File: src/rtl/regfile_2r1w_sb_pkg.sv
// Shared defaults and types for the register file slice.
package regfile_pkg;

    localparam int DEFAULT_WIDTH = 32;
    localparam int DEFAULT_N     = 32;
    localparam int DEFAULT_AW    = $clog2(DEFAULT_N);

    typedef logic [DEFAULT_WIDTH-1:0] data_t;
    typedef logic [DEFAULT_AW-1:0]    adr_t;

endpackage

File: src/rtl/regfile_2r1w_sb_if.sv
// Decode/writeback/issue bundle of the register file.
interface regfile_2r1w_sb_if
    import regfile_pkg::*;
#(
    parameter int WIDTH = DEFAULT_WIDTH,
    parameter int N     = DEFAULT_N
);
    localparam int AW = $clog2(N);
    localparam int CW = $clog2(N + 1);

    logic             rd_en_a;
    logic [AW-1:0]    rd_adr_a;
    logic [WIDTH-1:0] rd_data_a;
    logic             rd_busy_a;
    logic             rd_en_b;
    logic [AW-1:0]    rd_adr_b;
    logic [WIDTH-1:0] rd_data_b;
    logic             rd_busy_b;
    logic             wr_en;
    logic [AW-1:0]    wr_adr;
    logic [WIDTH-1:0] wr_data;
    logic             issue_en;
    logic [AW-1:0]    issue_adr;
    logic             issue_ready;
    logic [CW-1:0]    busy_cnt;

    modport master (
        output rd_en_a, rd_adr_a, rd_en_b, rd_adr_b,
        output wr_en, wr_adr, wr_data, issue_en, issue_adr,
        input  rd_data_a, rd_busy_a, rd_data_b, rd_busy_b,
        input  issue_ready, busy_cnt
    );

    modport slave (
        input  rd_en_a, rd_adr_a, rd_en_b, rd_adr_b,
        input  wr_en, wr_adr, wr_data, issue_en, issue_adr,
        output rd_data_a, rd_busy_a, rd_data_b, rd_busy_b,
        output issue_ready, busy_cnt
    );

endinterface

File: src/rtl/regfile_2r1w_sb_scoreboard.sv
// Busy scoreboard: one bit per register, issue acceptance and busy count.
module reg_scoreboard
    import regfile_pkg::*;
#(
    parameter int N        = DEFAULT_N,
    parameter bit ZERO_REG = 1'b1,
    localparam int AW      = $clog2(N),
    localparam int CW      = $clog2(N + 1)
) (
    input  logic          clk,
    input  logic          reset,
    input  logic          wr_en,
    input  logic [AW-1:0] wr_adr,
    input  logic          issue_en,
    input  logic [AW-1:0] issue_adr,
    output logic [N-1:0]  busy,
    output logic          issue_ready,
    output logic [CW-1:0] busy_cnt
);

    logic          issue_zero;
    logic          wr_ok;
    logic          set_ok;
    logic          cnt_inc;
    logic          cnt_dec;
    logic [N-1:0]  busy_nxt;

    // Acceptance and next busy vector; a set on the written register wins.
    always_comb begin
        issue_zero  = ZERO_REG && (issue_adr == '0);
        wr_ok       = wr_en && !(ZERO_REG && (wr_adr == '0));
        issue_ready = issue_zero || !busy[issue_adr] ||
                      (wr_en && (wr_adr == issue_adr));
        set_ok      = issue_en && issue_ready && !issue_zero;
        cnt_inc     = set_ok && !busy[issue_adr];
        cnt_dec     = wr_ok && busy[wr_adr] &&
                      !(set_ok && (issue_adr == wr_adr));
        busy_nxt    = busy;
        if (wr_ok)
            busy_nxt[wr_adr] = 1'b0;
        if (set_ok)
            busy_nxt[issue_adr] = 1'b1;
    end

    // Busy bits and running count.
    always_ff @(posedge clk) begin
        if (!reset) begin
            busy     <= '0;
            busy_cnt <= '0;
        end else begin
            busy <= busy_nxt;
            if (cnt_inc && !cnt_dec)
                busy_cnt <= busy_cnt + 1'b1;
            else if (cnt_dec && !cnt_inc)
                busy_cnt <= busy_cnt - 1'b1;
        end
    end

endmodule

File: src/rtl/regfile_2r1w_sb.sv
// Two-read, one-write register file with busy scoreboard.
module regfile_2r1w_sb
    import regfile_pkg::*;
#(
    parameter int WIDTH    = DEFAULT_WIDTH,
    parameter int N        = DEFAULT_N,
    parameter bit ZERO_REG = 1'b1,
    parameter bit BYPASS   = 1'b1
) (
    input  logic             clk,
    input  logic             reset,
    regfile_2r1w_sb_if.slave bus
);

    localparam int AW = $clog2(N);

    logic [WIDTH-1:0] mem [N];
    logic [N-1:0]     busy;
    logic             wr_ok;

    assign wr_ok = bus.wr_en && !(ZERO_REG && (bus.wr_adr == '0));

    // Returns {busy, data} for one read port.
    function automatic logic [WIDTH:0] read_port(input logic en, input logic [AW-1:0] adr);
        logic [WIDTH:0] r;
        r = '0;
        if (en) begin
            if (ZERO_REG && (adr == '0))
                r = '0;
            else if (BYPASS && bus.wr_en && (bus.wr_adr == adr))
                r = {1'b0, bus.wr_data};
            else
                r = {busy[adr], mem[adr]};
        end
        return r;
    endfunction

    // Register storage.
    always_ff @(posedge clk) begin
        if (!reset) begin
            for (int unsigned i = 0; i < N; i++)
                mem[i] <= '0;
        end else if (wr_ok) begin
            mem[bus.wr_adr] <= bus.wr_data;
        end
    end

    // Combinational read ports.
    always_comb begin
        {bus.rd_busy_a, bus.rd_data_a} = read_port(bus.rd_en_a, bus.rd_adr_a);
        {bus.rd_busy_b, bus.rd_data_b} = read_port(bus.rd_en_b, bus.rd_adr_b);
    end

    reg_scoreboard #(
        .N        (N),
        .ZERO_REG (ZERO_REG)
    ) u_scoreboard (
        .clk         (clk),
        .reset       (reset),
        .wr_en       (bus.wr_en),
        .wr_adr      (bus.wr_adr),
        .issue_en    (bus.issue_en),
        .issue_adr   (bus.issue_adr),
        .busy        (busy),
        .issue_ready (bus.issue_ready),
        .busy_cnt    (bus.busy_cnt)
    );

endmodule

File: src/flat_wrapper.sv
// flat-port wrapper written by rule: the top's interface ports become plain ports
module regfile_2r1w_sb_flat import regfile_pkg::*;
#(
    parameter int WIDTH    = DEFAULT_WIDTH,
    parameter int N        = DEFAULT_N,
    parameter bit ZERO_REG = 1'b1,
    parameter bit BYPASS   = 1'b1
)
  (clk, reset, bus_rd_en_a, bus_rd_adr_a, bus_rd_en_b, bus_rd_adr_b, bus_wr_en, bus_wr_adr, bus_wr_data, bus_issue_en, bus_issue_adr, bus_rd_data_a, bus_rd_busy_a, bus_rd_data_b, bus_rd_busy_b, bus_issue_ready, bus_busy_cnt);
  regfile_2r1w_sb_if #(.WIDTH(WIDTH), .N(N)) bus_i ();
  input  logic clk;
  input  logic reset;
  input wire logic [$bits(bus_i.rd_en_a)-1:0] bus_rd_en_a;
  input wire logic [$bits(bus_i.rd_adr_a)-1:0] bus_rd_adr_a;
  input wire logic [$bits(bus_i.rd_en_b)-1:0] bus_rd_en_b;
  input wire logic [$bits(bus_i.rd_adr_b)-1:0] bus_rd_adr_b;
  input wire logic [$bits(bus_i.wr_en)-1:0] bus_wr_en;
  input wire logic [$bits(bus_i.wr_adr)-1:0] bus_wr_adr;
  input wire logic [$bits(bus_i.wr_data)-1:0] bus_wr_data;
  input wire logic [$bits(bus_i.issue_en)-1:0] bus_issue_en;
  input wire logic [$bits(bus_i.issue_adr)-1:0] bus_issue_adr;
  output wire logic [$bits(bus_i.rd_data_a)-1:0] bus_rd_data_a;
  output wire logic [$bits(bus_i.rd_busy_a)-1:0] bus_rd_busy_a;
  output wire logic [$bits(bus_i.rd_data_b)-1:0] bus_rd_data_b;
  output wire logic [$bits(bus_i.rd_busy_b)-1:0] bus_rd_busy_b;
  output wire logic [$bits(bus_i.issue_ready)-1:0] bus_issue_ready;
  output wire logic [$bits(bus_i.busy_cnt)-1:0] bus_busy_cnt;
  assign bus_i.rd_en_a = bus_rd_en_a;
  assign bus_i.rd_adr_a = bus_rd_adr_a;
  assign bus_i.rd_en_b = bus_rd_en_b;
  assign bus_i.rd_adr_b = bus_rd_adr_b;
  assign bus_i.wr_en = bus_wr_en;
  assign bus_i.wr_adr = bus_wr_adr;
  assign bus_i.wr_data = bus_wr_data;
  assign bus_i.issue_en = bus_issue_en;
  assign bus_i.issue_adr = bus_issue_adr;
  assign bus_rd_data_a = bus_i.rd_data_a;
  assign bus_rd_busy_a = bus_i.rd_busy_a;
  assign bus_rd_data_b = bus_i.rd_data_b;
  assign bus_rd_busy_b = bus_i.rd_busy_b;
  assign bus_issue_ready = bus_i.issue_ready;
  assign bus_busy_cnt = bus_i.busy_cnt;
  regfile_2r1w_sb #(.WIDTH(WIDTH), .N(N), .ZERO_REG(ZERO_REG), .BYPASS(BYPASS)) u_core (.clk(clk), .reset(reset), .bus(bus_i));
endmodule
File: config.mk
export PLATFORM = sky130hd
export DESIGN_NAME = regfile_2r1w_sb_flat
export DESIGN_NICKNAME = d
export VERILOG_FILES = /design/src/rtl/regfile_2r1w_sb_pkg.sv /design/src/rtl/regfile_2r1w_sb_if.sv /design/src/rtl/regfile_2r1w_sb_scoreboard.sv /design/src/rtl/regfile_2r1w_sb.sv /design/src/flat_wrapper.sv
export SDC_FILE = /design/constraint.sdc
export NUM_CORES = 2
export LEC_CHECK = 0
export CORE_AREA = 4 4 455 457
export DETAILED_ROUTE_END_ITERATION = 8
export DIE_AREA = 0 0 459 461
export GPL_TIMING_DRIVEN = 0
export PLACE_DENSITY = 0.5
export SYNTH_ARGS = -nofsm -noshare
export SYNTH_HDL_FRONTEND = slang
export SYNTH_SLANG_ARGS = --single-unit
export TNS_END_PERCENT = 30
File: constraint.sdc
create_clock -name clk -period 4 [get_ports clk]
set_input_delay 0.6 -clock clk [delete_from_list [all_inputs] [get_ports clk]]
set_output_delay 0.6 -clock clk [all_outputs]
set_load 0.05 [all_outputs]
==> metrics.md <==
| Metric | Value |
|---|---|
| # placed instances | 7261 |
| Final Skew | 0.00666 ns |
| Seq/Total Area, Yosys | 53.7% |
| IO Count | 131 |
| Top layer in use | met5 |
| Yosys reg bits | 1062 |
| RSZ-0062 raised after global routing | true |
| Worst setup EP type | flop |
| Wire length on met1 | 105000 um |
| GRT Total Usage | 26.3% |
| Most used DFF post-synth | edfxtp_1 |
| Clk pwr share | 38.6% |
| Sequential standard cell area | 0.0315 mm2 |
| Violated checks | setup timing |
| Met2 Wirelength | 125000 um |
| Final worst path period need | 4.22 ns |
| CTS Sinks | 1062 |
| Row count | 166 |
| CTS root buf | clkbuf_16 |
| Die Ht | 461 um |
| Top cell type's share of synthesized area | 52.4% |
| Footprint of the multi-input gates | 0.0270 mm2 |
| Total wire length | 285000 um |
| Setup TNS | -5.81 ns |
| Power Density | 414 mW/mm2 |
| Unique masters post-synth | 61 |
| Final Net Count | 4758 |
| Data arrival time of the critical path | 4.86 ns |
| Proportion of layout cells with a drive suffix above 1 | 30.7% |
| Outcome | finished, violations left |
| Flop pwr share | 44.6% |
| DIE WIDTH | 459 um |
| Port-buffer cells | 124 |
| Routed wire per std cell | 38.0 um |
| Crit path kind | in -> reg |
| Filler Cell Count | 19804 |
| Combinational power share | 16.7% |
| Pwr Total | 0.0294 W |
| Initial core utilization | 28.8% |
| DR iter-0 viols | 6211 |
| Final Slew Violations | 0 |
| Max_slew headroom | 8.51% |
| Vias per inst | 5.81 |
| Finished Layout Cells | 7498 |
| Max H-tree Level | 3 |
| Slew @ Worst Pin | 1.37 ns |
| Async S/R FF share, synth | 0% |
| Psw | 0.00856 W |
| Internal power | 0.0209 W |
| CTS tree | yes |
| Max VDD drop | 0.391 mV |
| Die area | 0.212 mm2 |
| Initial antenna violation count | 18 |
| DR WL met3 | 32300 um |
| Number of global-route vias before repair | 41963 |
| Worst Slack Setup Final | -0.223 ns |
| GR Overflow Total | 0 |
| Skew-Pair Late Insertion Delay | 0.74 ns |
| Final non-filler cell area | 0.0712 mm2 |
| Area after DPL | 0.0648 mm2 |
| Via count | 43567 |
| Path type of the worst min-delay path | reg -> reg |
| Core Region | 0.204 mm2 |
| Largest net degree at the start of global routing | 34 |
| Ys Warns | 0 |
| CTS Buffer Depth | 3 |
| Placer Congestion | 1.04 |
| Sw frac | 29.1% |
| Syn Inst Count | 4369 |
| Nature of the critical path startpoint | input pin |
| Final setup viols | 94 |
| Clock transition at path regs | 0.06 ns |
| Max-cap violations | 0 |
| Antenna-violating nets left | 0 |
| Pre-antenna DRT Iters | 6 |
| Area grow syn2layout | 21.3% |
| Mean Syn Cell Area | 13.4 um2 |
| Fin util | 35.0% |
| Number of synthesized flops with an enable pin | 1024 |
| DRC | 0 |
| Leading area contributor after synthesis | edfxtp_1 |
| Crit-path max FO | 10 |
| Final period utilization | 106% |
| Main area contributors after synthesis | edfxtp_1, mux4_2, and2_1 |
| Num CTS Buffers | 114 |
| Final Hold Fails | 0 |
| Synth Cell Area | 0.0587 mm2 |
| CP Data Required Time | 4.64 ns |
| FMAX | 237 MHz |
| Dpl hpwl | 213000 um |
| First-pass GRT wire length | 377000 um |
| P_leak | 23.7 nW |
synthesized netlist by cell type (45+ instances only):
cell type	n
edfxtp_1	1024
and2_1	996
mux4_2	380
clkbuf_1	293
mux2_2	257
nor2_1	144
o22ai_1	140
mux2i_1	116
nor3_1	113
nand2_1	107
a21oi_1	96
buf_2	90
o21ai_0	90
a22oi_1	85
inv_1	45
repair_timing:
item / 4_1_cts / 5_1_grt
hold buffers: 0 / 0
gates resized for setup: 838 / 102
buffers inserted: 9 / 9
endpoints found under the setup margin: 70 / 71
cloned: 0 / 0
pin swaps: 26 / 8
cell families after synthesis:
logic type | Yosys count | share of synthesized area (%)
adders and majority gates | 6 | 0.141
muxes | 753 | 21.5
buffers and inverters | 495 | 3.78
AOI/OAI and AO/OA | 557 | 6.15
other | 1 | 0.00639
xor gates and xnor gates | 19 | 0.284
and+or+nand+nor | 1476 | 14.4
DFF | 1062 | 53.7
metal layers:
layer  global-route usage [%]  vias to the layer above
li1                         -                    17247
met1                     32.8                    22480
met2                     39.6                     3055
met3                     7.58                      781
met4                     18.0                        4
met5                   0.0459                        -
stage by stage:
stage | setup slack [ns] | hold WS (ns)
finish | -0.223 | 0.481
global route | -0.121 | 0.533
CTS | -0.0967 | 0.486
detailed placement | -2.74 | 0.470
global placement | -5.08 | 0.473
floorplan | -0.157 | 0.480
state kept, by name, summed over array words and instances, names as in the netlist:
name and flops:
u_core.u_scoreboard.busy 32, u_core.u_scoreboard.busy_cnt 6, u_core.mem 1024
critical path, stage by stage:
cell	delay, ns
clkdlybuf4s50_1	0.65
clkbuf_1	0.79
nand4_1	0.90
nor2_1	0.94
clkbuf_1	0.71
and2_1	0.22
layout make-up:
| cell class | instances | area share (%) |
|---|---|---|
| flip-flops and latches | 1062 | 44.3 |
| multi-input cells | 2843 | 38.0 |
| well taps | 2688 | 4.73 |
| clock buffers | 136 | 4.18 |
| plain buffers | 436 | 3.94 |
| repair buffers | 191 | 3.33 |
| clock inverters | 80 | 1.29 |
| inverters | 46 | 0.246 |
| diodes | 16 | 0.0563 |
placed cells by master, fill, tap and decap left out, types with 41 or more instances in the layout:
| cell | Yosys | layout |
|---|---|---|
| a21oi_1 | 96 | 49 |
| buf_2 | 90 | 48 |
| mux4_2 | 380 | 380 |
| mux2_2 | 257 | 257 |
| o21ai_0 | 90 | 58 |
| buf_4 | 35 | 73 |
| nor3_1 | 113 | 62 |
| nand2_1 | 107 | 101 |
| mux2i_1 | 116 | 114 |
| inv_1 | 45 | 44 |
| o22ai_1 | 140 | 130 |
| buf_6 | 15 | 57 |
| buf_12 | 0 | 41 |
| nor2_1 | 144 | 127 |
| clkdlybuf4s50_1 | 0 | 51 |
| clkbuf_1 | 293 | 224 |
| a22oi_1 | 85 | 58 |
| clkbuf_16 | 0 | 116 |
| edfxtp_1 | 1024 | 1024 |
| and2_1 | 996 | 993 |
worst paths after layout:
kind / startpoint / end / slack [ns] / depth (start not counted)
worst max register to register: u_core.u_scoreboard.busy[26] / u_core.u_scoreboard.busy_cnt[5] / 0.56 / 13
worst min-delay path: u_core.u_scoreboard.busy_cnt[5] / u_core.u_scoreboard.busy_cnt[5] / 0.48 / 2
worst max-delay path: reset / u_core.mem[8][6] / -0.22 / 6
worst min register to register: u_core.u_scoreboard.busy_cnt[5] / u_core.u_scoreboard.busy_cnt[5] / 0.48 / 2
power by group through the flow:
| stage | Combinational (W) | Sequential [W] | Clock (W) |
|---|---|---|---|
| after CTS | 0.00473 | 0.0131 | 0.0114 |
| after detailed placement | 0.00446 | 0.0134 | 0 |
| after floorplan | 0.00239 | 0.0133 | 0 |
| final | 0.00493 | 0.0131 | 0.0114 |
| after global routing | 0.00498 | 0.0132 | 0.0118 |
| after global placement | 0.00428 | 0.0134 | 0 |
Power figures use the tool's default switching activity.
